**src/rtl/apb_pkg.sv**
```systemverilog
// Shared definitions for the N-slave APB master: FSM encoding, slave-index
// width and error-source tags used when reporting why a response carried err.
package apb_pkg;

    typedef enum logic [1:0] {
        IDLE   = 2'd0,
        SETUP  = 2'd1,
        ACCESS = 2'd2,
        RESP   = 2'd3
    } apb_state_e;

    localparam int IDX_W = 4;

    localparam logic [1:0] ERR_NONE = 2'd0;
    localparam logic [1:0] ERR_SLV  = 2'd1;
    localparam logic [1:0] ERR_TMO  = 2'd2;
    localparam logic [1:0] ERR_DEC  = 2'd3;

endpackage

```
**src/rtl/apb_addr_decoder.sv**
```systemverilog
// Slave-index decoder: turns the 4-bit index field of the command address
// into a one-hot select plus a flag telling whether that slave exists.
module apb_addr_decoder
    import apb_pkg::*;
#(
    parameter int NUM_SLV = 4
) (
    input  logic [IDX_W-1:0]   idx_i,
    output logic [NUM_SLV-1:0] sel_o,
    output logic               in_range_o
);

    assign in_range_o = (32'(idx_i) < NUM_SLV);

    generate
        for (genvar gi = 0; gi < NUM_SLV; gi++) begin : g_sel
            assign sel_o[gi] = (idx_i == IDX_W'(gi));
        end
    endgenerate

endmodule

```
**src/rtl/apb_master_nslave.sv**
```systemverilog
// APB bridge: one valid/ready command at a time, address-decoded to one of
// NUM_SLV slaves, with PREADY wait states, timeout and decode-error reporting.
module apb_master_nslave
    import apb_pkg::*;
#(
    parameter int ADDR_W  = 32,
    parameter int DATA_W  = 32,
    parameter int NUM_SLV = 4,
    parameter int SEL_LSB = 28,
    parameter int TIMEOUT = 16
) (
    input  logic                      PCLK,
    input  logic                      PRESETn,
    input  logic                      cmd_valid,
    output logic                      cmd_ready,
    input  logic                      cmd_write,
    input  logic [ADDR_W-1:0]         cmd_addr,
    input  logic [DATA_W-1:0]         cmd_wdata,
    input  logic [DATA_W/8-1:0]       cmd_strb,
    output logic                      rsp_valid,
    output logic [DATA_W-1:0]         rsp_rdata,
    output logic                      rsp_err,
    output logic [ADDR_W-1:0]         PADDR,
    output logic [NUM_SLV-1:0]        PSEL,
    output logic                      PENABLE,
    output logic                      PWRITE,
    output logic [DATA_W-1:0]         PWDATA,
    output logic [DATA_W/8-1:0]       PSTRB,
    input  logic [NUM_SLV*DATA_W-1:0] PRDATA,
    input  logic [NUM_SLV-1:0]        PREADY,
    input  logic [NUM_SLV-1:0]        PSLVERR
);

    localparam int STRB_W = DATA_W / 8;
    localparam int CNT_W  = (TIMEOUT > 0) ? $clog2(TIMEOUT + 1) : 1;
    localparam logic [CNT_W-1:0] TMO_LAST = CNT_W'((TIMEOUT > 0) ? TIMEOUT - 1 : 0);

    apb_state_e          state_q, state_d;
    logic [ADDR_W-1:0]   addr_q, addr_d;
    logic [DATA_W-1:0]   wdata_q, wdata_d;
    logic [STRB_W-1:0]   strb_q, strb_d;
    logic                write_q, write_d;
    logic [NUM_SLV-1:0]  sel_q, sel_d;
    logic [DATA_W-1:0]   rdata_q, rdata_d;
    logic                err_q, err_d;
    logic [CNT_W-1:0]    cnt_q, cnt_d;
    logic                ready_q, ready_d;

    logic [NUM_SLV-1:0]  dec_sel;
    logic                dec_in_range;
    logic                sel_ready;
    logic                sel_err;
    logic [DATA_W-1:0]   sel_rdata;
    logic [DATA_W-1:0]   slv_rdata [NUM_SLV];
    logic                tmo_hit;

    apb_addr_decoder #(
        .NUM_SLV (NUM_SLV)
    ) u_dec (
        .idx_i      (cmd_addr[SEL_LSB +: IDX_W]),
        .sel_o      (dec_sel),
        .in_range_o (dec_in_range)
    );

    // Only the selected slave's response lines may influence the transfer.
    assign sel_ready = |(PREADY & sel_q);
    assign sel_err   = |(PSLVERR & sel_q);

    generate
        for (genvar gi = 0; gi < NUM_SLV; gi++) begin : g_rmux
            assign slv_rdata[gi] = sel_q[gi] ? PRDATA[gi*DATA_W +: DATA_W] : '0;
        end
    endgenerate

    always_comb begin
        sel_rdata = '0;
        for (int k = 0; k < NUM_SLV; k++) begin
            sel_rdata = sel_rdata | slv_rdata[k];
        end
    end

    assign tmo_hit = (TIMEOUT != 0) && (cnt_q == TMO_LAST);

    always_comb begin
        state_d = state_q;
        addr_d  = addr_q;
        wdata_d = wdata_q;
        strb_d  = strb_q;
        write_d = write_q;
        sel_d   = sel_q;
        rdata_d = rdata_q;
        err_d   = err_q;
        cnt_d   = cnt_q;
        case (state_q)
            IDLE: begin
                if (cmd_valid && ready_q) begin
                    addr_d  = cmd_addr;
                    wdata_d = cmd_wdata;
                    strb_d  = cmd_write ? cmd_strb : '0;
                    write_d = cmd_write;
                    sel_d   = dec_sel;
                    rdata_d = '0;
                    err_d   = 1'b0;
                    if (dec_in_range) begin
                        state_d = SETUP;
                    end else begin
                        err_d   = 1'b1;
                        state_d = RESP;
                    end
                end
            end
            SETUP: begin
                cnt_d   = '0;
                state_d = ACCESS;
            end
            ACCESS: begin
                // A completing PREADY wins over a timeout in the same cycle.
                if (sel_ready) begin
                    err_d   = sel_err;
                    rdata_d = (!write_q && !sel_err) ? sel_rdata : '0;
                    state_d = RESP;
                end else if (tmo_hit) begin
                    err_d   = 1'b1;
                    rdata_d = '0;
                    state_d = RESP;
                end else if (TIMEOUT != 0) begin
                    cnt_d = cnt_q + 1'b1;
                end
            end
            RESP: begin
                state_d = IDLE;
            end
            default: begin
                state_d = IDLE;
            end
        endcase
    end

    // Registered ready keeps cmd_ready low while reset is asserted.
    assign ready_d = (state_d == IDLE);

    always_ff @(posedge PCLK or negedge PRESETn) begin
        if (!PRESETn) begin
            state_q <= IDLE;
            addr_q  <= '0;
            wdata_q <= '0;
            strb_q  <= '0;
            write_q <= 1'b0;
            sel_q   <= '0;
            rdata_q <= '0;
            err_q   <= 1'b0;
            cnt_q   <= '0;
            ready_q <= 1'b0;
        end else begin
            state_q <= state_d;
            addr_q  <= addr_d;
            wdata_q <= wdata_d;
            strb_q  <= strb_d;
            write_q <= write_d;
            sel_q   <= sel_d;
            rdata_q <= rdata_d;
            err_q   <= err_d;
            cnt_q   <= cnt_d;
            ready_q <= ready_d;
        end
    end

    assign cmd_ready = ready_q;
    assign PADDR     = addr_q;
    assign PWRITE    = write_q;
    assign PWDATA    = wdata_q;
    assign PSTRB     = strb_q;
    assign PSEL      = ((state_q == SETUP) || (state_q == ACCESS)) ? sel_q : '0;
    assign PENABLE   = (state_q == ACCESS);
    assign rsp_valid = (state_q == RESP);
    assign rsp_rdata = rsp_valid ? rdata_q : '0;
    assign rsp_err   = rsp_valid & err_q;

endmodule

```
**config.mk**
```make
export PLATFORM = sky130hd
export DESIGN_NAME = apb_master_nslave
export DESIGN_NICKNAME = d
export VERILOG_FILES = /design/src/rtl/apb_pkg.sv /design/src/rtl/apb_addr_decoder.sv /design/src/rtl/apb_master_nslave.sv
export SDC_FILE = /design/constraint.sdc
export NUM_CORES = 1
export LEC_CHECK = 0
export ABC_AREA = 1
export BUFFER_PORTS_ARGS = -buffer_cell sky130_fd_sc_hd__clkbuf_2
export CAP_MARGIN = 25
export CORE_AREA = 2 2 123 125
export DETAILED_ROUTE_END_ITERATION = 10
export DIE_AREA = 0 0 125 127
export PLACE_DENSITY_LB_ADDON = 0.05
export SLEW_MARGIN = 20
export SYNTH_ARGS = -nofsm -noshare
export SYNTH_HDL_FRONTEND = slang
export SYNTH_HIERARCHICAL = 1
export SYNTH_SLANG_ARGS = --single-unit
```
**constraint.sdc**
```tcl
create_clock -name PCLK -period 2 [get_ports PCLK]
set_clock_uncertainty 0.05 [all_clocks]
set_input_delay 0.3 -clock PCLK [delete_from_list [all_inputs] [get_ports PCLK]]
set_output_delay 0.3 -clock PCLK [all_outputs]
set_load 0.005 [all_outputs]
```
==> impl_metrics.env, run 1 <==
export IMPL_overflow=0
export IMPL_total_power_mw=10.38
export IMPL_maxSlewHeadroom=0.6515
export IMPL_grt_pass1_vias=5847
export IMPL_worst_pin_slew_ps=522.7
export IMPL_setup_tns_ps=0
export IMPL_via_per_inst=4.618
export IMPL_insertion_delay_ps=400
export IMPL_dp_slack_ps=119.3
export IMPL_grt_usage=0.2258
export IMPL_ys_types=25
export IMPL_clk_pin_slew_ps=50
export IMPL_max_freq_ghz=0.5291
export IMPL_root_buffer="clkbuf_16"
export IMPL_vias=6026
export IMPL_timing_final_crit_period_ps=1890
export IMPL_status="finished, final reports clean"
export IMPL_io_pins=317
export IMPL_ir_drop_mv=0.6893
export IMPL_cp_startpoint="state_q[0]$_DFF_PN0_"
export IMPL_layout_drive_gt1_share=0.3354
export IMPL_syn_area_um2=5751
export IMPL_final_nets=1322
export IMPL_die_area_um2=15880
export IMPL_antenna_cells=0
export IMPL_p_leak_nw=4.999
export IMPL_syn_avg_cell_area_um2=7.179
export IMPL_place_gp_congestion=0.7894
export IMPL_crit_reg2reg_launch="cnt_q[0]$_DFFE_PN0P_"
export IMPL_synth_top_area_frac=0.4961
export IMPL_crit_type="reg2out"
export IMPL_setup_violations=0
export IMPL_start_util=0.3987
export IMPL_maxCapViolations=0
export IMPL_fillers=1453
export IMPL_yosysTopAreaCell="dfrtp_1"
export IMPL_fp_dieW_um=125
export IMPL_clk_path_buf_depth=2
export IMPL_cts_tree="yes"
export IMPL_setup_ws_ps=110.0
export IMPL_cts_sinks=114
export IMPL_multi_input_area_um2=2455
export IMPL_wl_per_cell_um=13.67
export IMPL_end_kind="output port"
export IMPL_postRouteAntennaNets=0
export IMPL_cts_buffers_inserted=17
export IMPL_drt_first_pass_iters=4
export IMPL_required_ps=1650
export IMPL_drtIter0Drc=300
export IMPL_grt_pass1_wl_mm=28.79
export IMPL_ys_seq_area_frac=0.4961
export IMPL_cp_start_kind="flop"
export IMPL_h_tree_depth=4
export IMPL_slew_viol_final=0
export IMPL_post_route_drc_count=0
export IMPL_syn_inst=801
export IMPL_grt_start_max_net_pins=51
export IMPL_hpwl_mm=13.08
export IMPL_hold_viol=0
export IMPL_antenna_found_initial=0
export IMPL_synth_area_top_cells="dfrtp_1, nand2_1, nand4_1, inv_1, nand3_1"
export IMPL_hold_path_class="in2reg"
export IMPL_area_growth_pct=41.93
export IMPL_core_um2=14420
export IMPL_io_buffers=316
export IMPL_cp_arrival_ps=1540
export IMPL_period_share=0.9450
export IMPL_yosysWarnings=6
export IMPL_syn_num_nets=1015
export IMPL_die_h_um=127
export IMPL_num_rows=44
export IMPL_synth_seq_cells=114
export IMPL_regArea_um2=2853
export IMPL_hold_path_startpoint="cmd_addr[15]"
export IMPL_powerDensity_nw_per_um2=1272
export IMPL_crit_path_max_fanout=6
export IMPL_wl_mm=17.84
[cells by family (layout without fill, tap and decap cells)]
kind of cell,count (synthesis),in the layout,synth area share
AOI/OAI and AO/OA,17,17,0.01828
adders and majority gates,6,6,0.01305
buffers and inverters,100,420,0.07833
DFF,114,114,0.4961
and+or+nand+nor,564,564,0.3943
[report_power, final]
| part | internal [mW] | switching [mW] | leakage [nW] |
|---|---|---|---|
| registers | 3.03 | 0.436 | 1.49 |
| logic | 1.49 | 2.32 | 3.22 |
| clock network | 2.03 | 1.08 | 0.289 |
[final timing paths]
check,cells past startpoint,slack [ps],end
max,5,110,PSEL[3]
min,3,30,PADDR[15]$_DFFE_PN0P_
max reg2reg,9,190,rdata_q[30]$_DFFE_PN0P_
min reg2reg,2,430,err_q$_DFFE_PN0P_
max in group asynchronous,3,880,PWDATA[2]$_DFFE_PN0P_
min in group asynchronous,2,390,rdata_q[18]$_DFFE_PN0P_
[cells in the mapped netlist]
library cell	number
clkbuf_1	28
nor2_1	9
a21boi_0	1
buf_2	1
a21oi_4	1
nor2_2	2
ha_1	6
nand3_1	38
nand2_1	478
o21ai_0	9
inv_1	53
a21oi_1	2
buf_4	7
buf_6	6
buf_1	2
o21ai_1	2
inv_4	1
dfrtp_1	114
o21ai_2	1
a211oi_1	1
inv_2	2
nand2_2	3
nand4_1	32
nor2_4	1
or2_2	1
[sequential cells by signal, summed over array words and instances, names as in the netlist]
register,cells
PADDR,32
PSTRB,4
PWDATA,32
PWRITE,1
cmd_ready,1
cnt_q,5
err_q,1
rdata_q,32
sel_q,4
state_q,2
[area by class of cell]
class / instances / area share
sequential: 114 / 0.3495
multi-input combinational: 587 / 0.3008
timing repair buffer: 332 / 0.2197
clock buffer: 20 / 0.05596
tap: 184 / 0.02821
inverter: 56 / 0.02667
clock inverter: 12 / 0.01916
[per-layer routing]
metal,global-route usage,vias up,routed length [um]
met5,0,-,0
met2,0.3849,228,8828
met1,0.2818,2711,7318
met4,0.07451,0,397
met3,0.05821,27,1298
li1,-,3060,-
[worst max-delay path, stage by stage, from the launching register on]
cell	delay [ps]
dfrtp_1	370
inv_1	90
ha_2	420
nand2_1	80
inv_1	70
clkbuf_2	100
[placed cells by master (no fill, tap or decap), types with 2 or more instances in the layout]
master	netlist	final
nor2_1	9	9
nand3_1	38	37
nand4_1	32	32
clkbuf_8	0	2
ha_1	6	5
clkbuf_2	0	315
buf_4	7	8
o21ai_0	9	9
inv_2	2	2
bufinv_16	0	3
nand2_2	3	3
clkbuf_16	0	17
a21oi_1	2	2
nor2_2	2	2
clkinvlp_4	0	4
clkinv_4	0	2
o21ai_1	2	2
clkinv_2	0	2
inv_1	53	53
dfrtp_1	114	114
buf_12	0	6
nand2_1	478	478
[metrics by stage]
stage               cells  utilization  hold slack (ps)  cell area [um2]
floorplan             801            -           -45.59             5751
global placement     1272       0.5213            261.4             7520
global route         1305       0.5658            30.43             8162
CTS                  1305       0.5648            15.79             8147
detailed placement   1272       0.5213            262.6             7520
finish               1305       0.5658            31.72             8162
[what timing repair did]
action                     4_1_cts  5_1_grt
gates resized for setup          1        6
hold buffers                     1        0
setup buffers                    0        0
setup endpoints to repair       11       44
hold endpoints to repair        34        0
pin swaps                        0        1
No activity file was read; power rests on OpenSTA's default activity.
==> run 2, diff against run 1 <==
--- a/config.mk
+++ b/config.mk
@@ -8,9 +8,9 @@
 export ABC_AREA = 1
 export BUFFER_PORTS_ARGS = -buffer_cell sky130_fd_sc_hd__clkbuf_2
 export CAP_MARGIN = 25
-export CORE_AREA = 2 2 123 125
+export CORE_AREA = 2 2 122 124
 export DETAILED_ROUTE_END_ITERATION = 10
-export DIE_AREA = 0 0 125 127
+export DIE_AREA = 0 0 124 126
 export PLACE_DENSITY_LB_ADDON = 0.05
 export SLEW_MARGIN = 20
 export SYNTH_ARGS = -nofsm -noshare
==> constraint.sdc (replaced) <==
create_clock -name PCLK -period 1.6 [get_ports PCLK]
set_clock_uncertainty 0.05 [all_clocks]
set_input_delay 0.24 -clock PCLK [delete_from_list [all_inputs] [get_ports PCLK]]
set_output_delay 0.24 -clock PCLK [all_outputs]
set_load 0.005 [all_outputs]
==> impl_metrics.env, run 2 (synthesis results as in run 1) <==
export IMPL_end_kind="output port"
export IMPL_powerDensity_nw_per_um2=1588
export IMPL_post_route_drc_count=0
export IMPL_cts_sinks=114
export IMPL_wl_mm=20.33
export IMPL_layout_commonest_cell="nand2_1"
export IMPL_slowest_stage="dfrtp_1"
export IMPL_antenna_cells=0
export IMPL_cts_buffers_inserted=17
export IMPL_grt_start_max_net_pins=77
export IMPL_holdWs_ps=19.97
export IMPL_root_buffer="clkbuf_16"
export IMPL_worst_pin_slew_ps=417.5
export IMPL_die_area_um2=15620
export IMPL_required_ps=1310
export IMPL_overflow=0
export IMPL_fillers=1223
export IMPL_hold_path_startpoint="cmd_strb[0]"
export IMPL_layout_drive_gt1_share=0.4114
export IMPL_period_share=1.134
export IMPL_p_leak_nw=5.686
export IMPL_dp_cells=1291
export IMPL_cp_start_kind="flop"
export IMPL_dp_slack_ps=-88.03
export IMPL_hpwl_mm=13.31
export IMPL_setup_violations=74
export IMPL_slew_viol_final=0
export IMPL_hold_end="PSTRB[0]$_DFFE_PN0P_"
export IMPL_clk_pin_slew_ps=50
export IMPL_critical_path_buf_inv_count=4
export IMPL_num_rows=44
export IMPL_hold_path_class="in2reg"
export IMPL_timing_final_crit_period_ps=1815
export IMPL_grt_pass1_vias=6230
export IMPL_clk_path_buf_depth=2
export IMPL_drt_first_pass_iters=6
export IMPL_maxCapViolations=0
export IMPL_path_delay_family="buffers and inverters"
export IMPL_core_um2=14310
export IMPL_fin_cells=1409
export IMPL_grt_usage=0.2547
export IMPL_wl_per_cell_um=14.43
export IMPL_final_cell_mix="nand2_1, clkbuf_2, dfrtp_1"
export IMPL_stdcell_area_um2=9772
export IMPL_violations="negative setup slack"
export IMPL_grt_pass1_wl_mm=30.72
export IMPL_crit_path_max_fanout=17
export IMPL_cts_tree="yes"
export IMPL_rsz0062_at_grt="yes"
export IMPL_vias=6542
export IMPL_fp_dieW_um=124
export IMPL_placed_area_um2=7737
export IMPL_antenna_found_initial=0
export IMPL_crit_type="reg2out"
export IMPL_insertion_delay_ps=420
export IMPL_final_nets=1427
export IMPL_path_cells="buf_6, ha_4, buf_16, nand2_1, inv_1, buf_2"
export IMPL_via_per_inst=4.643
export IMPL_setup_ws_ps=-214.7
export IMPL_drtIter0Drc=302
export IMPL_area_growth_pct=69.93
export IMPL_worstHoldPathCells=3
export IMPL_die_h_um=126
export IMPL_crit_reg2reg_launch="cnt_q[0]$_DFFE_PN0P_"
export IMPL_maxSlewHeadroom=0.7217
export IMPL_io_pins=317
export IMPL_max_stage_delay_ps=390
export IMPL_r2r_slack_ps=-180
export IMPL_max_freq_ghz=0.5511
export IMPL_worst_r2r_endpoint="rdata_q[31]$_DFFE_PN0P_"
export IMPL_h_tree_depth=4
export IMPL_hold_viol=0
export IMPL_ir_drop_mv=0.8794
export IMPL_start_util=0.4017
export IMPL_io_buffers=316
export IMPL_place_gp_congestion=0.7897
export IMPL_ff2ff_path_depth=12
export IMPL_cp_arrival_ps=1520
export IMPL_status="finished with violations"
export IMPL_postRouteAntennaNets=0
export IMPL_setup_tns_ps=-12390
[run 2: cell count changes in the layout (fill, tap and decap cells not counted), moves of 21 or more]
cell | before | now
dlygate4sd3_1 | 1 | 63
nand3_2 | 1 | 26
inv_1 | 53 | 32
nand3_1 | 37 | 11
nand2_1 | 478 | 448
buf_6 | 1 | 23
[run 2: how the worst max path moves through the flow]
stage	cells after the start	slack, ps	startpoint	end
2_1_floorplan	10	-9	cnt_q[0]$_DFFE_PN0P_	rdata_q[1]$_DFFE_PN0P_
3_3_place_gp	10	-50	cnt_q[0]$_DFFE_PN0P_	rdata_q[27]$_DFFE_PN0P_
3_5_place_dp	10	-90	cnt_q[0]$_DFFE_PN0P_	rdata_q[15]$_DFFE_PN0P_
4_1_cts	6	-230	state_q[1]$_DFF_PN0_	rsp_rdata[8]
5_1_grt	6	-280	state_q[1]$_DFF_PN0_	rsp_rdata[30]
6_report	6	-210	state_q[0]$_DFF_PN0_	rsp_rdata[30]
[run 2: worst register-to-register path, stage by stage, from the launching register on]
cell     delay [ps]
dfrtp_1         380
ha_2            200
nand2_2          80
nor2_4           50
ha_4            160
nor2_4          140
a21oi_4          80
buf_6           130
buf_12          120
inv_8            90
buf_12          130
nand2_1          50
nand2_1          60
[run 2: power by group]
part	total (mW)	internal, mW	leakage, nW	switching (mW)
Sequential	4.35	3.79	1.49	0.562
Clock	3.87	2.55	0.291	1.32
Combinational	7.29	3.50	3.90	3.80
Total	15.5	9.83	5.69	5.68
[run 2: final cells by class]
class | instances | area [um2] | area share
repair buffers | 437 | 3062 | 0.3133
flip-flops and latches | 114 | 2853 | 0.2919
multi-input cells | 587 | 2804 | 0.2869
clock buffers | 21 | 470.5 | 0.04814
well taps | 184 | 230.2 | 0.02356
inverters | 56 | 220.2 | 0.02254
clock inverters | 10 | 132.6 | 0.01357
[run 2: through the flow]
| step | util | power [mW] |
|---|---|---|
| 2_1_floorplan | - | 7.207 |
| 3_5_place_dp | 0.5406 | 9.642 |
| 5_1_grt | 0.6827 | 16.51 |
| 3_3_place_gp | 0.5406 | 9.615 |
| 4_1_cts | 0.6694 | 15.26 |
| 6_report | 0.6827 | 15.52 |
[run 2: repair_timing]
| action | 4_1_cts | 5_1_grt |
|---|---|---|
| cloned | 7 | 1 |
| hold endpoints to repair | 176 | 0 |
| pin swaps | 38 | 10 |
| gates resized for setup | 92 | 52 |
| endpoints found under the setup margin | 115 | 126 |
| setup buffers | 15 | 3 |
| hold buffers | 63 | 0 |
[run 2: metal layers]
metal,track usage,share of wire,vias up
li1,-,-,3279
met5,0,0,-
met1,0.2885,0.39,3005
met2,0.4602,0.52,226
met4,0.08262,0.020,0
met3,0.06748,0.074,32
==> run 3, diff against run 2 <==
--- a/config.mk
+++ b/config.mk
@@ -8,9 +8,11 @@
 export ABC_AREA = 1
 export BUFFER_PORTS_ARGS = -buffer_cell sky130_fd_sc_hd__clkbuf_2
 export CAP_MARGIN = 25
-export CORE_AREA = 2 2 122 124
+export CELL_PAD_IN_SITES_DETAIL_PLACEMENT = 0
+export CELL_PAD_IN_SITES_GLOBAL_PLACEMENT = 1
+export CORE_MARGIN = 1.5
+export CORE_UTILIZATION = 27
 export DETAILED_ROUTE_END_ITERATION = 10
-export DIE_AREA = 0 0 124 126
 export PLACE_DENSITY_LB_ADDON = 0.05
 export SLEW_MARGIN = 20
 export SYNTH_ARGS = -nofsm -noshare
==> impl_metrics.env, run 3 (synthesis results as in run 1) <==
export IMPL_maxCapViolations=0
export IMPL_clk_pin_slew_ps=50
export IMPL_cp_start_kind="flop"
export IMPL_postRouteAntennaNets=0
export IMPL_path_cells="buf_6, ha_4, buf_12, nand2_1, inv_1, buf_2"
export IMPL_hold_path_startpoint="cmd_strb[3]"
export IMPL_powerDensity_nw_per_um2=1542
export IMPL_grt_pass1_vias=6338
export IMPL_via_per_inst=4.285
export IMPL_layout_commonest_cell="nand2_1"
export IMPL_path_delay_family="buffers and inverters"
export IMPL_core_um2=20960
export IMPL_placed_area_um2=7929
export IMPL_die_area_um2=22180
export IMPL_met3_usage=0.06086
export IMPL_drt_first_pass_iters=4
export IMPL_ff2ff_path_depth=11
export IMPL_slew_viol_final=0
export IMPL_drtIter0Drc=247
export IMPL_vias=6432
export IMPL_violations="negative setup slack"
export IMPL_cts_buffers_inserted=17
export IMPL_r2r_slack_ps=-170
export IMPL_place_gp_congestion=0.7833
export IMPL_start_util=0.2744
export IMPL_grt_use_met1=0.2215
export IMPL_setup_violations=77
export IMPL_holdWs_ps=18.95
export IMPL_status="finished with violations"
export IMPL_fillers=2185
export IMPL_fin_cells=1501
export IMPL_p_leak_nw=5.612
export IMPL_wl_mm=21.44
export IMPL_final_cell_mix="nand2_1, clkbuf_2, dfrtp_1"
export IMPL_cts_tree="yes"
export IMPL_grt_usage=0.1901
export IMPL_crit_reg2reg_launch="cnt_q[0]$_DFFE_PN0P_"
export IMPL_antenna_found_initial=0
export IMPL_io_pins=317
export IMPL_insertion_delay_ps=420
export IMPL_grt_use_met2=0.3331
export IMPL_required_ps=1310
export IMPL_period_share=1.125
export IMPL_h_tree_depth=4
export IMPL_final_nets=1427
export IMPL_hold_viol=0
export IMPL_worstHoldPathCells=3
export IMPL_worst_r2r_endpoint="rdata_q[14]$_DFFE_PN0P_"
export IMPL_crit_type="reg2out"
export IMPL_num_rows=53
export IMPL_crit_path_max_fanout=17
export IMPL_io_buffers=316
export IMPL_die_h_um=148.9
export IMPL_cp_arrival_ps=1510
export IMPL_total_power_mw=15.11
export IMPL_area_growth_pct=70.30
export IMPL_grt_most_used_layer="met2"
export IMPL_antenna_cells=0
export IMPL_hold_end="PSTRB[3]$_DFFE_PN0P_"
export IMPL_slowest_stage="dfrtp_1"
export IMPL_maxSlewHeadroom=0.6311
export IMPL_grt_start_max_net_pins=57
export IMPL_end_kind="output port"
export IMPL_overflow=0
export IMPL_fp_dieW_um=148.9
export IMPL_max_stage_delay_ps=390
export IMPL_wl_per_cell_um=14.28
export IMPL_stdcell_area_um2=9793
export IMPL_hold_path_class="in2reg"
export IMPL_timing_final_crit_period_ps=1799
export IMPL_ir_drop_mv=1.155
export IMPL_worst_pin_slew_ps=553.4
export IMPL_grt_pass1_wl_mm=32.53
export IMPL_max_freq_ghz=0.5558
export IMPL_dp_slack_ps=-108.6
export IMPL_clk_path_buf_depth=2
export IMPL_rsz0062_at_grt="yes"
export IMPL_critical_path_buf_inv_count=4
export IMPL_cts_sinks=114
export IMPL_hpwl_mm=14.94
export IMPL_post_route_drc_count=0
export IMPL_dp_cells=1384
export IMPL_root_buffer="clkbuf_16"
export IMPL_setup_ws_ps=-199.3
export IMPL_layout_drive_gt1_share=0.3817
-- run 3: timing repair --
action                                 in CTS  in global routing
hold buffers                               63                  0
setup endpoints to repair                 124                152
gates resized for setup                    52                 31
buffers inserted                           10                  4
gates cloned                                6                  3
endpoints found under the hold margin      90                  0
pin swaps                                  12                 14
-- run 3: area by class of cell --
class	count	area (um2)	share of cell area
repair buffers	437	3110	0.3176
multi-input cells	587	2674	0.2730
well taps	275	344.1	0.03513
clock buffers	18	439.2	0.04484
clock inverters	14	132.6	0.01354
inverters	56	240.2	0.02453
flip-flops and latches	114	2853	0.2913
-- run 3: report_power, final --
group          switching (mW)  internal, mW  leakage [nW]
Clock                    1.46          2.19         0.261
Combinational            3.70          3.44          3.86
Sequential              0.538          3.79          1.49
Total                    5.69          9.41          5.61
-- run 3: worst max-delay path by stage --
stage / slack, ps / cells after the start / from / end
after global placement: -60 / 10 / cnt_q[0]$_DFFE_PN0P_ / rdata_q[18]$_DFFE_PN0P_
after floorplan: -9 / 10 / cnt_q[0]$_DFFE_PN0P_ / rdata_q[1]$_DFFE_PN0P_
final: -200 / 6 / state_q[1]$_DFF_PN0_ / rsp_rdata[13]
after global routing: -280 / 6 / state_q[0]$_DFF_PN0_ / rsp_rdata[21]
after CTS: -220 / 6 / state_q[1]$_DFF_PN0_ / rsp_rdata[16]
after detailed placement: -110 / 10 / cnt_q[0]$_DFFE_PN0P_ / rdata_q[24]$_DFFE_PN0P_
-- run 3: worst min-delay path: cells and delay by family --
kind                   cells  cell delay (ps)
buffers and inverters      1               80
AND/OR/NAND/NOR            1               50
AO/OA/AOI/OAI              1               70
-- run 3: per-stage QoR --
step                      setup TNS (ps)    util
after floorplan                   -265.8       -
after global placement             -1941  0.3784
after detailed placement           -3826  0.3784
after CTS                         -12800  0.4580
after global routing              -18910  0.4673
final                             -11540  0.4673
-- run 3: routing by layer --
layer	routed length [um]	vias to the layer above
met5	0	-
li1	-	3285
met1	8814	2909
met3	1558	22
met2	10790	216
met4	282	0
